==> src/rtl/fcc_mem_rd_arb.sv <==
// Round-robin arbiter that shares one memory read port among the pic/wgt/bias clients.
// mem_req is registered (1 cycle after grant); beats return combinationally with no backpressure.
module fcc_mem_rd_arb #(
  parameter int ADDR_WIDTH = 19,
  parameter int SIZE_WIDTH = 5,
  parameter int DATA_WIDTH = 256,
  parameter int LV_WIDTH   = 5
) (
  input  logic                      clk,
  input  logic                      rst_n,
  input  logic [2:0]                rq_req,
  input  logic [3*ADDR_WIDTH-1:0]   rq_start_addr,
  input  logic [3*SIZE_WIDTH-1:0]   rq_size_bytes,
  output logic [2:0]                rq_valid,
  output logic [2:0]                rq_last,
  output logic [DATA_WIDTH-1:0]     rq_data,
  output logic [LV_WIDTH-1:0]       rq_last_valid,
  output logic                      mem_req,
  output logic [ADDR_WIDTH-1:0]     mem_start_addr,
  output logic [SIZE_WIDTH-1:0]     mem_size_bytes,
  input  logic                      mem_valid,
  input  logic                      mem_last,
  input  logic [DATA_WIDTH-1:0]     mem_data,
  input  logic [LV_WIDTH-1:0]       mem_last_valid,
  output logic                      arb_busy,
  output logic [1:0]                arb_gnt_id,
  output logic                      err_stray
);

  typedef enum logic [1:0] {
    S_IDLE  = 2'd0,
    S_ISSUE = 2'd1,
    S_DATA  = 2'd2,
    S_ZERO  = 2'd3
  } state_t;

  state_t                  r_state;
  state_t                  w_next;
  logic [1:0]              r_last_gnt;
  logic [1:0]              r_gnt_id;
  logic [ADDR_WIDTH-1:0]   r_addr;
  logic [SIZE_WIDTH-1:0]   r_size;
  logic                    r_mem_req;
  logic                    r_err_stray;

  logic                    w_any;
  logic [1:0]              w_pick;
  logic [ADDR_WIDTH-1:0]   w_pick_addr;
  logic [SIZE_WIDTH-1:0]   w_pick_size;
  logic [2:0]              w_onehot;
  logic                    w_grant;

  assign w_any   = |rq_req;
  assign w_grant = (r_state == S_IDLE) && w_any;

  // Search starts one past the previous winner and wraps.
  always_comb begin
    w_pick = 2'd0;
    case (r_last_gnt)
      2'd0: begin
        if (rq_req[1])      w_pick = 2'd1;
        else if (rq_req[2]) w_pick = 2'd2;
        else                w_pick = 2'd0;
      end
      2'd1: begin
        if (rq_req[2])      w_pick = 2'd2;
        else if (rq_req[0]) w_pick = 2'd0;
        else                w_pick = 2'd1;
      end
      default: begin
        if (rq_req[0])      w_pick = 2'd0;
        else if (rq_req[1]) w_pick = 2'd1;
        else                w_pick = 2'd2;
      end
    endcase
  end

  always_comb begin
    w_pick_addr = rq_start_addr[0 +: ADDR_WIDTH];
    w_pick_size = rq_size_bytes[0 +: SIZE_WIDTH];
    case (w_pick)
      2'd1: begin
        w_pick_addr = rq_start_addr[ADDR_WIDTH +: ADDR_WIDTH];
        w_pick_size = rq_size_bytes[SIZE_WIDTH +: SIZE_WIDTH];
      end
      2'd2: begin
        w_pick_addr = rq_start_addr[2*ADDR_WIDTH +: ADDR_WIDTH];
        w_pick_size = rq_size_bytes[2*SIZE_WIDTH +: SIZE_WIDTH];
      end
      default: begin
        w_pick_addr = rq_start_addr[0 +: ADDR_WIDTH];
        w_pick_size = rq_size_bytes[0 +: SIZE_WIDTH];
      end
    endcase
  end

  always_ff @(posedge clk or negedge rst_n) begin
    if (!rst_n) begin
      r_state <= S_IDLE;
    end else begin
      r_state <= w_next;
    end
  end

  always_comb begin
    w_next = r_state;
    case (r_state)
      S_IDLE: begin
        if (w_any) w_next = (w_pick_size == '0) ? S_ZERO : S_ISSUE;
      end
      S_ISSUE: begin
        if (mem_valid) w_next = mem_last ? S_IDLE : S_DATA;
      end
      S_DATA: begin
        if (mem_valid && mem_last) w_next = S_IDLE;
      end
      S_ZERO: begin
        w_next = S_IDLE;
      end
      default: begin
        w_next = S_IDLE;
      end
    endcase
  end

  always_ff @(posedge clk or negedge rst_n) begin
    if (!rst_n) begin
      r_last_gnt  <= 2'd2;
      r_gnt_id    <= 2'd0;
      r_addr      <= '0;
      r_size      <= '0;
      r_mem_req   <= 1'b0;
      r_err_stray <= 1'b0;
    end else begin
      r_mem_req <= (w_next == S_ISSUE);
      if (w_grant) begin
        r_last_gnt <= w_pick;
        r_gnt_id   <= w_pick;
        r_addr     <= w_pick_addr;
        r_size     <= w_pick_size;
      end
      if ((r_state == S_IDLE) && mem_valid) begin
        r_err_stray <= 1'b1;
      end
    end
  end

  assign w_onehot = 3'b001 << r_gnt_id;

  // Size-0 bursts are answered locally with a single last beat.
  always_comb begin
    rq_valid      = 3'b000;
    rq_last       = 3'b000;
    rq_last_valid = mem_last_valid;
    case (r_state)
      S_ISSUE, S_DATA: begin
        rq_valid = w_onehot & {3{mem_valid}};
        rq_last  = w_onehot & {3{mem_valid & mem_last}};
      end
      S_ZERO: begin
        rq_valid      = w_onehot;
        rq_last       = w_onehot;
        rq_last_valid = '0;
      end
      default: begin
        rq_valid = 3'b000;
        rq_last  = 3'b000;
      end
    endcase
  end

  assign rq_data        = mem_data;
  assign mem_req        = r_mem_req;
  assign mem_start_addr = r_addr;
  assign mem_size_bytes = r_size;
  assign arb_busy       = (r_state != S_IDLE);
  assign arb_gnt_id     = r_gnt_id;
  assign err_stray      = r_err_stray;

  a_valid_onehot: assert property (@(posedge clk) disable iff (!rst_n) $onehot0(rq_valid));
  a_req_in_issue: assert property (@(posedge clk) disable iff (!rst_n) r_mem_req |-> (r_state == S_ISSUE));

endmodule

==> config.mk <==
export PLATFORM = sky130hd
export DESIGN_NAME = fcc_mem_rd_arb
export DESIGN_NICKNAME = d
export VERILOG_FILES = /design/src/rtl/fcc_mem_rd_arb.sv
export SDC_FILE = /design/constraint.sdc
export NUM_CORES = 1
export LEC_CHECK = 0
export CAP_MARGIN = 0
export CORE_AREA = 2 2 244 246
export CTS_BUF_LIST = sky130_fd_sc_hd__clkbuf_4 sky130_fd_sc_hd__clkbuf_8 sky130_fd_sc_hd__clkbuf_16
export DETAILED_ROUTE_END_ITERATION = 6
export DIE_AREA = 0 0 246 248
export PLACE_DENSITY_LB_ADDON = 0.05
export SLEW_MARGIN = 20
export SYNTH_ARGS = -nofsm -noshare
export SYNTH_HDL_FRONTEND = slang
export SYNTH_SLANG_ARGS = --single-unit
==> constraint.sdc <==
create_clock -name clk -period 3.8 [get_ports clk]
set_input_delay 0.57 -clock clk [delete_from_list [all_inputs] [get_ports clk]]
set_output_delay 0.57 -clock clk [all_outputs]
set_load 0.01 [all_outputs]
==> parameters.txt, run 1 <==
Parameter                              Value

GRT
  Wire length of the first global-routing pass ... 22.6 mm
  Maximum number of pins on one net before global-route repair ... 46
  Vias in the first global route ... 2920
  Gr usage total ... 5.45%
  Initial antenna violation count ... 4
  Aggregate global routing overflow ... 0

Timing
  Period utilisation layout ... 80.3%
  Setup Skew ... 0.0164 ns
  Minimum clock period ... 3.05 ns
  Maximum operating frequency ... 328 MHz
  Max-slew violation count ... 0
  Post-route setup TNS ... 0 ns
  Number of endpoints failing setup at the final stage ... 0
  Setup repair after global routing missed its margin ... no
  Final count of hold timing violations ... 0
  Worst Max-Slew Pin Slew ... 0.953 ns
  Max-slew headroom ... 36.4%

Status
  Run status ... finished clean

Layout
  # fillers ... 6880
  Commonest non-fill, non-tap cell in the layout ... sky130_fd_sc_hd__clkdlybuf4s50_1
  Antenna Cells ... 0
  Sequential standard cell area ... 777 um2
  Multi-input logic area ... 983 um2
  Ratio of cells with drive above 1 in the final layout ... 6.51%
  Most frequent cells in the layout ... 122 x sky130_fd_sc_hd__clkdlybuf4s50_1, 30 x sky130_fd_sc_hd__dfrtp_1, 28 x sky130_fd_sc_hd__nand2_1, 25 x sky130_fd_sc_hd__o21ai_0
  Post-layout net count ... 684
  Area delta synth->final ... 10.1%

Logic synthesis
  Number of instances in the synthesized netlist ... 474
  Synthesized-area fraction occupied by adder cells ... 2.31%
  Portion of the post-synthesis area used by sequential elements ... 20.5%
  Distinct cell type count after synthesis ... 31
  Flops & latches, synth ... 31
  Share of synthesized area spent on multiplexers ... 0.859%
  Parity-gate share of the synthesized area counting xor and xnor cells ... 0%
  Number of enable flip-flop cells after synthesis ... 0
  Dominant synthesized flop cell ... sky130_fd_sc_hd__dfrtp_1
  Synthesized area divided by synthesized cell count ... 7.99 um2
  Dominant combinational cell family by area after synthesis ... buffers and inverters
  Count of synthesis-stage warnings from yosys ... 0
  Fraction of synthesis flops using an asynchronous set or reset pin ... 100%
  Synth Area in Compound Gates ... 14.3%
  Netlist area before placement ... 3790 um2
  Post-Synth Simple-Gate Area ... 8.32%
  Synth Net Count ... 821

CTS
  TritonCTS clock tree ... done
  H-Tree Level Count ... 2
  Maximum count of clock buffers along a single path ... 2
  CTS Sinks ... 31
  Clk Tree Root Cell ... sky130_fd_sc_hd__clkbuf_16
  Total setup buffers inserted after CTS ... 0
  Clock transition at the registers of the reported paths ... 0.06 ns
  # resized after CTS ... 0
  Num CTS Buffers ... 5
  Hold bufs inserted after CTS ... 0
  Clk_lat worst skew ... 0.31 ns

Die
  Overall die height ... 248 um
  Count of pins on the block boundary ... 636
  Core Rows ... 89
  Core area ... 58500 um2
  Initial standard-cell utilization of the core ... 6.48%
  Area of the die ... 61000 um2
  Die X-Extent ... 246 um

Routing
  Drt first pass iters ... 4
  Initial DRC count ... 78
  WL final ... 17.0 mm
  Remaining design rule violation count ... 0
  Average routed wire per standard cell ... 15.3 um
  Vias ... 2460
  Vias per cell ... 2.21
  Final ANT Viol Nets ... 0

Power and ir drop
  Power, Total ... 2.54 mW
  Peak supply drop ... 0.191 mV
  Power per cell area ... 609 nW/um2
  Leakage power ... 1.34 nW

Worst setup path
  CP Cell Sequence ... inv_1, ha_1, nor4b_1, nor2b_1, clkdlybuf4s50_1
  Kind of cell with the highest combined delay on the critical path ... simple AND/OR/NAND/NOR gates
  Class of the most critical setup path ... reg2out
  Crit path max-delay cell type ... sky130_fd_sc_hd__clkdlybuf4s50_1
  Worst Path Buf+Inv ... 2
  CP max FO ... 8
  Largest stage delay on the critical path ... 0.55 ns
  Startpoint types ... flop
  Arrival time of data at the critical path endpoint ... 2.48 ns
  Required @ worst endpoint ... 3.23 ns
  Endpoint class of the critical path ... primary output

Run
  Number of maximum-capacitance violations ... 0

Hold path
  Class of the worst hold path ... in2async

Place
  Number of buffers added on ports ... 123
  Placed wire-length estimate after detailed placement ... 13.7 mm
  Routability-driven placement congestion ratio ... 0.677
## Yosys cell counts (2+ instances only)
| library cell | instances | area (um2) |
|---|---|---|
| sky130_fd_sc_hd__a221oi_2 | 2 | 30.0 |
| sky130_fd_sc_hd__nand2b_1 | 2 | 12.5 |
| sky130_fd_sc_hd__clkbuf_1 | 3 | 11.3 |
| sky130_fd_sc_hd__o22a_1 | 2 | 17.5 |
| sky130_fd_sc_hd__nor2_1 | 24 | 90.1 |
| sky130_fd_sc_hd__nand2_1 | 28 | 105 |
| sky130_fd_sc_hd__a22oi_1 | 22 | 165 |
| sky130_fd_sc_hd__a21oi_1 | 24 | 120 |
| sky130_fd_sc_hd__inv_1 | 7 | 26.3 |
| sky130_fd_sc_hd__o22ai_1 | 2 | 12.5 |
| sky130_fd_sc_hd__buf_2 | 8 | 40.0 |
| sky130_fd_sc_hd__mux2_2 | 2 | 22.5 |
| sky130_fd_sc_hd__nor2b_1 | 10 | 62.6 |
| sky130_fd_sc_hd__ha_1 | 7 | 87.6 |
| sky130_fd_sc_hd__o31ai_1 | 3 | 22.5 |
| sky130_fd_sc_hd__buf_4 | 259 | 1940 |
| sky130_fd_sc_hd__o21ai_0 | 25 | 125 |
| sky130_fd_sc_hd__nor4b_1 | 2 | 17.5 |
| sky130_fd_sc_hd__dfrtp_1 | 30 | 751 |
## state kept, by name, indices dropped and copies added (netlist names)
signal / flops
mem_req: 1
mem_start_addr: 19
mem_size_bytes: 5
err_stray: 1
r_state: 2
arb_gnt_id: 1
r_last_gnt: 2
## metrics by stage
stage / hold WS, ns / util [%] / area (um2) / instances / worst slack [ns]
floorplan: 0.274 / - / 3790 / 474 / 1.52
global placement: 0.474 / 6.88 / 4020 / 1103 / 0.481
detailed placement: 0.477 / 6.88 / 4020 / 1103 / 0.476
CTS: 0.490 / 7.13 / 4170 / 1111 / 0.613
global route: 0.294 / 7.13 / 4170 / 1111 / 0.465
finish: 0.252 / 7.13 / 4170 / 1111 / 0.749
## cell families (layout without fill, tap and decap cells)
family | count (synthesis) | in the layout
and+or+nand+nor | 70 | 70
adders and majority gates | 7 | 7
buffers and inverters | 278 | 142
DFF | 31 | 31
AOI/OAI and AO/OA | 85 | 85
muxes | 3 | 3
## per-layer routing
| metal | vias to the layer above | track usage (%) | wire length, um |
|---|---|---|---|
| met5 | - | 0.318 | 44 |
| met4 | 8 | 4.03 | 1070 |
| met3 | 106 | 3.91 | 2610 |
| met2 | 256 | 8.44 | 7670 |
| met1 | 1072 | 4.96 | 5570 |
| li1 | 1018 | - | - |
## worst reg2reg max path, stage by stage (launching register included)
cell and delay, ns:
sky130_fd_sc_hd__dfrtp_1 0.49, sky130_fd_sc_hd__o21ai_0 0.21, sky130_fd_sc_hd__o22a_1 0.26, sky130_fd_sc_hd__inv_1 0.07
sky130_fd_sc_hd__ha_2 0.39, sky130_fd_sc_hd__a221oi_2 0.38, sky130_fd_sc_hd__o22ai_1 0.16, sky130_fd_sc_hd__o41ai_2 0.42
sky130_fd_sc_hd__nor2_1 0.07
## layout make-up
class	instances	share of cell area (%)
clock inverter	1	0.120
clock buffer	7	3.36
inverter	7	0.630
multi-input combinational	165	23.6
sequential	31	18.6
tap	773	23.2
timing repair buffer	127	30.5
## power breakdown
group	leakage (nW)	internal (mW)	total, mW	switching, mW
Sequential	0.385	0.482	0.599	0.117
Combinational	0.876	0.647	1.49	0.847
Clock	0.0747	0.258	0.446	0.188
## worst paths after layout
kind,start,slack [ns],endpoint,cells past startpoint
setup / recovery,r_state[1],0.75,rq_last[1],5
hold / removal,rst_n,0.25,mem_start_addr[18],1
setup reg to reg,r_last_gnt[0],1.21,mem_req,8
hold reg to reg,mem_start_addr[4],0.49,mem_start_addr[4],2
max in group asynchronous,rst_n,3.14,r_last_gnt[1],1
min in group clk,mem_start_addr[4],0.49,mem_start_addr[4],2
Note: power is estimated with default switching activity, not from simulation.
==> run 2, diff against run 1 <==
Settings changed: CORE_AREA 2 2 244 246 to 2 2 248 250, DIE_AREA 0 0 246 248 to 0 0 250 252.
Clock period 3.8 ns to 3 ns, I/O delays scaled along.
==> run 2 against run 1 <==
  * Via count shrank 1.1%
  * Critical path depth rose by 1
  * Worst hold slack worse by 0.051 ns
  * First-iteration DRC count grew 55%
  * Sequential power is 26% higher
  * Clock skew is 0.0073 ns lower
  * Clock-buffer cell count shrank 1
  * Setup slack lost 0.54 ns
  * Cell count is 1.8% higher
  * Highest routed layer unchanged
==> parameters.txt, run 2 (synthesis gave the netlist of run 1 again) <==
Parameter                              Value

CTS
  Num CTS Buffers ... 5
  Clk_lat worst skew ... 0.31 ns
  Hold bufs inserted after CTS ... 0
  H-Tree Level Count ... 2
  CTS Sinks ... 31
  Clock transition at the registers of the reported paths ... 0.07 ns
  TritonCTS clock tree ... done
  Maximum count of clock buffers along a single path ... 2
  Clk Tree Root Cell ... sky130_fd_sc_hd__clkbuf_16

Worst setup path
  Startpoint types ... flop
  CP max FO ... 5
  Endpoint class of the critical path ... primary output
  Required @ worst endpoint ... 2.55 ns
  Cell depth of the worst flop-to-flop path ... 8
  Class of the most critical setup path ... reg2out
  End of the worst register-to-register path ... mem_req
  Worst flop-to-flop path startpoint ... r_last_gnt[0]
  Critical Path Source ... r_state[0]
  Arrival time of data at the critical path endpoint ... 2.34 ns
  Reg-to-reg slack, setup ... 0.65 ns
  Setup crit end ... rq_last[2]

Layout
  Multi-input logic area ... 1010 um2
  Commonest non-fill, non-tap cell in the layout ... sky130_fd_sc_hd__clkdlybuf4s50_1
  Antenna Cells ... 0
  Ratio of cells with drive above 1 in the final layout ... 10.6%
  Area delta synth->final ... 13.8%
  Flip-flop count of the largest register, all copies and words added ... 19
  # fillers ... 7111
  Sequential standard cell area ... 777 um2
  Final Cell Area ... 4310 um2
  Post-layout net count ... 695
  Most frequent cells in the layout ... 122 x sky130_fd_sc_hd__clkdlybuf4s50_1, 30 x sky130_fd_sc_hd__dfrtp_1, 28 x sky130_fd_sc_hd__nand2_1, 25 x sky130_fd_sc_hd__o21ai_0, 24 x sky130_fd_sc_hd__nor2_1

Power and ir drop
  Leakage power ... 1.40 nW
  Peak supply drop ... 0.197 mV
  Power per cell area ... 791 nW/um2

Timing
  Final count of hold timing violations ... 0
  Setup Skew ... 0.00911 ns
  Maximum operating frequency ... 358 MHz
  Minimum clock period ... 2.79 ns
  Setup repair after global routing missed its margin ... no
  Max-slew violation count ... 0
  Max-slew headroom ... 61.9%
  Number of endpoints failing setup at the final stage ... 0
  Worst Max-Slew Pin Slew ... 0.571 ns
  Period utilisation layout ... 93.1%
  Final worst-path setup slack ... 0.207 ns
  Post-route setup TNS ... 0 ns
  Hold slack ... 0.201 ns

GRT
  Wire length of the first global-routing pass ... 22.5 mm
  Gr usage total ... 5.29%
  Vias in the first global route ... 2754
  Initial antenna violation count ... 2
  Maximum number of pins on one net before global-route repair ... 32
  Aggregate global routing overflow ... 0

Die
  Core area ... 60100 um2
  Core Rows ... 90
  Die X-Extent ... 250 um
  Area of the die ... 63000 um2
  Count of pins on the block boundary ... 636
  Overall die height ... 252 um
  Initial standard-cell utilization of the core ... 6.30%

Routing
  Average routed wire per standard cell ... 14.8 um
  Final ANT Viol Nets ... 0
  Remaining design rule violation count ... 0
  Vias per cell ... 2.15
  Drt first pass iters ... 3
  Initial DRC count ... 121
  Vias ... 2432
  WL final ... 16.7 mm

Run
  Number of maximum-capacitance violations ... 0

Hold path
  Class of the worst hold path ... in2async

Place
  Placed wire-length estimate after detailed placement ... 13.9 mm
  Dpl cell area ... 4110 um2
  Routability-driven placement congestion ratio ... 0.637
  Number of buffers added on ports ... 123
  Pre-CTS setup slack ... 0.0679 ns

Status
  Run status ... finished clean
## run 2: changes by cell type in the layout (fill, tap and decap cells not counted), sizes merged
cell	change
bufinv	+1
buf	+11
clkbuf	-1
## run 2: per-layer routing
layer / share of wire, % / track usage [%] / up-vias
li1: - / - / 1039
met1: 36 / 5.11 / 1057
met2: 44 / 8.02 / 246
met3: 15 / 3.70 / 88
met4: 5.4 / 3.68 / 2
met5: 0.078 / 0 / -
## run 2: stage by stage
step | util [%] | std cells | total power, mW
after global routing | 7.17 | 1131 | 3.80
after global placement | 6.83 | 1122 | 2.89
after detailed placement | 6.83 | 1122 | 2.86
final | 7.17 | 1131 | 3.41
after floorplan | - | 474 | 2.04
after CTS | 7.13 | 1130 | 3.60
## run 2: cell type report
cell class                 instances  share of cell area (%)
sequential                        31                    18.0
tap                              782                    22.7
inverter                           7                   0.609
timing repair buffer             138                    31.3
multi-input combinational        165                    23.3
clock buffer                       6                    3.22
clock inverter                     2                   0.812
## run 2: worst max-delay path: stages, from the launching register on
cell                              delay [ns]
sky130_fd_sc_hd__dfrtp_1                0.43
sky130_fd_sc_hd__inv_1                  0.11
sky130_fd_sc_hd__ha_1                   0.32
sky130_fd_sc_hd__a21oi_2                0.11
sky130_fd_sc_hd__nor4b_2                0.32
sky130_fd_sc_hd__nor2b_1                0.19
sky130_fd_sc_hd__clkdlybuf4s50_1        0.55
## run 2: worst min path at each step
stage | from | endpoint | slack [ns] | depth (start not counted)
finish | rst_n | err_stray | 0.20 | 2
global route | rst_n | err_stray | 0.23 | 2
CTS | rst_n | err_stray | 0.20 | 2
detailed placement | err_stray | err_stray | 0.46 | 1
global placement | mem_start_addr[9] | mem_start_addr[9] | 0.47 | 2
floorplan | rst_n | arb_gnt_id[1] | 0.15 | 0
## run 2: power breakdown
| part | switching, mW | internal (mW) | total (mW) |
|---|---|---|---|
| Combinational | 1.09 | 0.894 | 1.99 |
| Clock | 0.252 | 0.414 | 0.666 |
| Sequential | 0.147 | 0.610 | 0.757 |
## run 2: what timing repair did
| action | CTS | global route |
|---|---|---|
| buffers inserted | 0 | 1 |
| resized for setup | 1 | 3 |
| pin swaps | 0 | 1 |
| endpoints found under the setup margin | 1 | 3 |
==> run 3, diff against run 2 <==
==> constraint.sdc (replaced) <==
create_clock -name clk -period 3 [get_ports clk]
set_input_delay 0.6 -clock clk [delete_from_list [all_inputs] [get_ports clk]]
set_output_delay 0.6 -clock clk [all_outputs]
set_load 0.01 [all_outputs]
==> run 3 against run 2 <==
  * Sequential share of layout area down 0.39 points
  * Die area unchanged
  * Via count grew 2.5%
  * Clock skew is essentially flat
  * Final area grew 2.4%
  * Largest cell class unchanged
==> parameters.txt, run 3 (synthesis gave the netlist of run 1 again) <==
Parameter                              Value

Timing
  Setup repair after global routing missed its margin ... no
  Minimum clock period ... 2.85 ns
  Setup Skew ... 0.00936 ns
  Maximum operating frequency ... 350 MHz
  Max-slew headroom ... 71.7%
  Period utilisation layout ... 95.1%
  Post-route setup TNS ... 0 ns
  Worst Max-Slew Pin Slew ... 0.421 ns
  Max-slew violation count ... 0
  Final count of hold timing violations ... 0
  Number of endpoints failing setup at the final stage ... 0

Worst setup path
  Required @ worst endpoint ... 2.40 ns
  Critical Path Source ... r_state[1]
  Worst Path Buf+Inv ... 3
  Kind of cell with the highest combined delay on the critical path ... buffers and inverters
  Worst flop-to-flop path startpoint ... r_last_gnt[0]
  Largest stage delay on the critical path ... 0.53 ns
  Number of stages on the worst setup path ... 6
  Class of the most critical setup path ... reg2out
  Setup crit end ... rq_valid[1]
  Arrival time of data at the critical path endpoint ... 2.25 ns
  Reg-to-reg slack, setup ... 0.62 ns
  Endpoint class of the critical path ... primary output
  End of the worst register-to-register path ... mem_req
  Cell depth of the worst flop-to-flop path ... 8
  Startpoint types ... flop
  CP max FO ... 4
  CP Cell Sequence ... inv_1, ha_4, a21oi_2, nor4b_2, buf_4, clkdlybuf4s50_1
  Crit path max-delay cell type ... sky130_fd_sc_hd__clkdlybuf4s50_1

Die
  Count of pins on the block boundary ... 636
  Die X-Extent ... 250 um
  Core area ... 60100 um2
  Core Rows ... 90
  Initial standard-cell utilization of the core ... 6.30%
  Area of the die ... 63000 um2
  Overall die height ... 252 um

CTS
  Clock transition at the registers of the reported paths ... 0.06 ns
  H-Tree Level Count ... 2
  Maximum count of clock buffers along a single path ... 2
  Hold bufs inserted after CTS ... 0
  Clk_lat worst skew ... 0.31 ns
  TritonCTS clock tree ... done
  Clk Tree Root Cell ... sky130_fd_sc_hd__clkbuf_16
  CTS Sinks ... 31
  Num CTS Buffers ... 5

GRT
  Wire length of the first global-routing pass ... 22.8 mm
  Maximum number of pins on one net before global-route repair ... 46
  Initial antenna violation count ... 0
  Aggregate global routing overflow ... 0
  Vias in the first global route ... 2893
  Gr usage total ... 5.37%

Layout
  Ratio of cells with drive above 1 in the final layout ... 13.9%
  # fillers ... 7123
  Flip-flop count of the largest register, all copies and words added ... 19
  Final core occ ... 7.34%
  Number of standard cells in the layout, taps in and fillers out ... 1141
  Area delta synth->final ... 16.5%
  Sequential standard cell area ... 778 um2
  Antenna Cells ... 0
  Multi-input logic area ... 1030 um2
  Commonest non-fill, non-tap cell in the layout ... sky130_fd_sc_hd__clkdlybuf4s50_1
  Most frequent cells in the layout ... 121 x sky130_fd_sc_hd__clkdlybuf4s50_1, 29 x sky130_fd_sc_hd__dfrtp_1, 28 x sky130_fd_sc_hd__nand2_1, 25 x sky130_fd_sc_hd__o21ai_0
  Post-layout net count ... 705

Routing
  Vias ... 2494
  Remaining design rule violation count ... 0
  Drt first pass iters ... 4
  Vias per cell ... 2.19
  Average routed wire per standard cell ... 14.9 um
  Initial DRC count ... 44
  Final ANT Viol Nets ... 0
  WL final ... 17.0 mm

Status
  Run status ... finished clean

Place
  Instance count after placement with tap cells included ... 1131
  Placed wire-length estimate after detailed placement ... 14.1 mm
  Routability-driven placement congestion ratio ... 0.645
  Number of buffers added on ports ... 123

Power and ir drop
  Peak supply drop ... 0.188 mV
  Power per cell area ... 795 nW/um2
  Leakage power ... 1.48 nW

Hold path
  Class of the worst hold path ... in2async

Run
  Number of maximum-capacitance violations ... 0
[run 3: worst min path at each step]
stage | start | slack, ns | depth (start not counted) | endpoint
floorplan | rst_n | 0.30 | 0 | arb_gnt_id[1]
global placement | err_stray | 0.45 | 1 | err_stray
detailed placement | err_stray | 0.46 | 1 | err_stray
CTS | rst_n | 0.18 | 1 | err_stray
global route | rst_n | 0.20 | 1 | err_stray
finish | rst_n | 0.20 | 1 | err_stray
[run 3: final cells by class]
type,instances,share of cell area [%]
well taps,782,22.2
inverters,7,0.595
flip-flops and latches,31,17.6
clock inverters,2,0.793
multi-input cells,165,23.3
clock buffers,6,3.15
repair buffers,148,32.4
[run 3: worst register-to-register path, delay by kind of cell (launching register included)]
family,cells,cell delay (ns)
AND/OR/NAND/NOR,2,0.29
buffers and inverters,1,0.06
AO/OA/AOI/OAI,4,0.99
flip-flops,1,0.50
adder cells (fa/ha/maj),1,0.44
[run 3: timing repair]
action | CTS | global route
endpoints found under the setup margin | 5 | 3
cloned | 0 | 0
pin swaps | 0 | 1
resized for setup | 3 | 6
buffers inserted | 0 | 2
[run 3: through the flow]
stage / cell area (um2) / power, mW / worst slack (ns) / hold slack (ns)
6_report: 4420 / 3.51 / 0.146 / 0.195
2_1_floorplan: 3790 / 2.04 / 0.691 / 0.304
5_1_grt: 4420 / 3.90 / 0.0140 / 0.196
3_3_place_gp: 4180 / 2.96 / -0.00764 / 0.448
4_1_cts: 4370 / 3.68 / 0.0123 / 0.180
3_5_place_dp: 4180 / 2.94 / -0.0442 / 0.464
[run 3: power by group]
group          switching, mW  internal, mW  leakage, nW
logic                   1.12         0.968         1.01
clock network          0.241         0.414       0.0868
registers              0.154         0.612        0.384
[run 3: routing by layer]
metal	GRT usage [%]	wire (um)
met1	5.35	6260
met2	8.32	7720
met3	3.37	2220
met4	3.58	811
met5	0	0
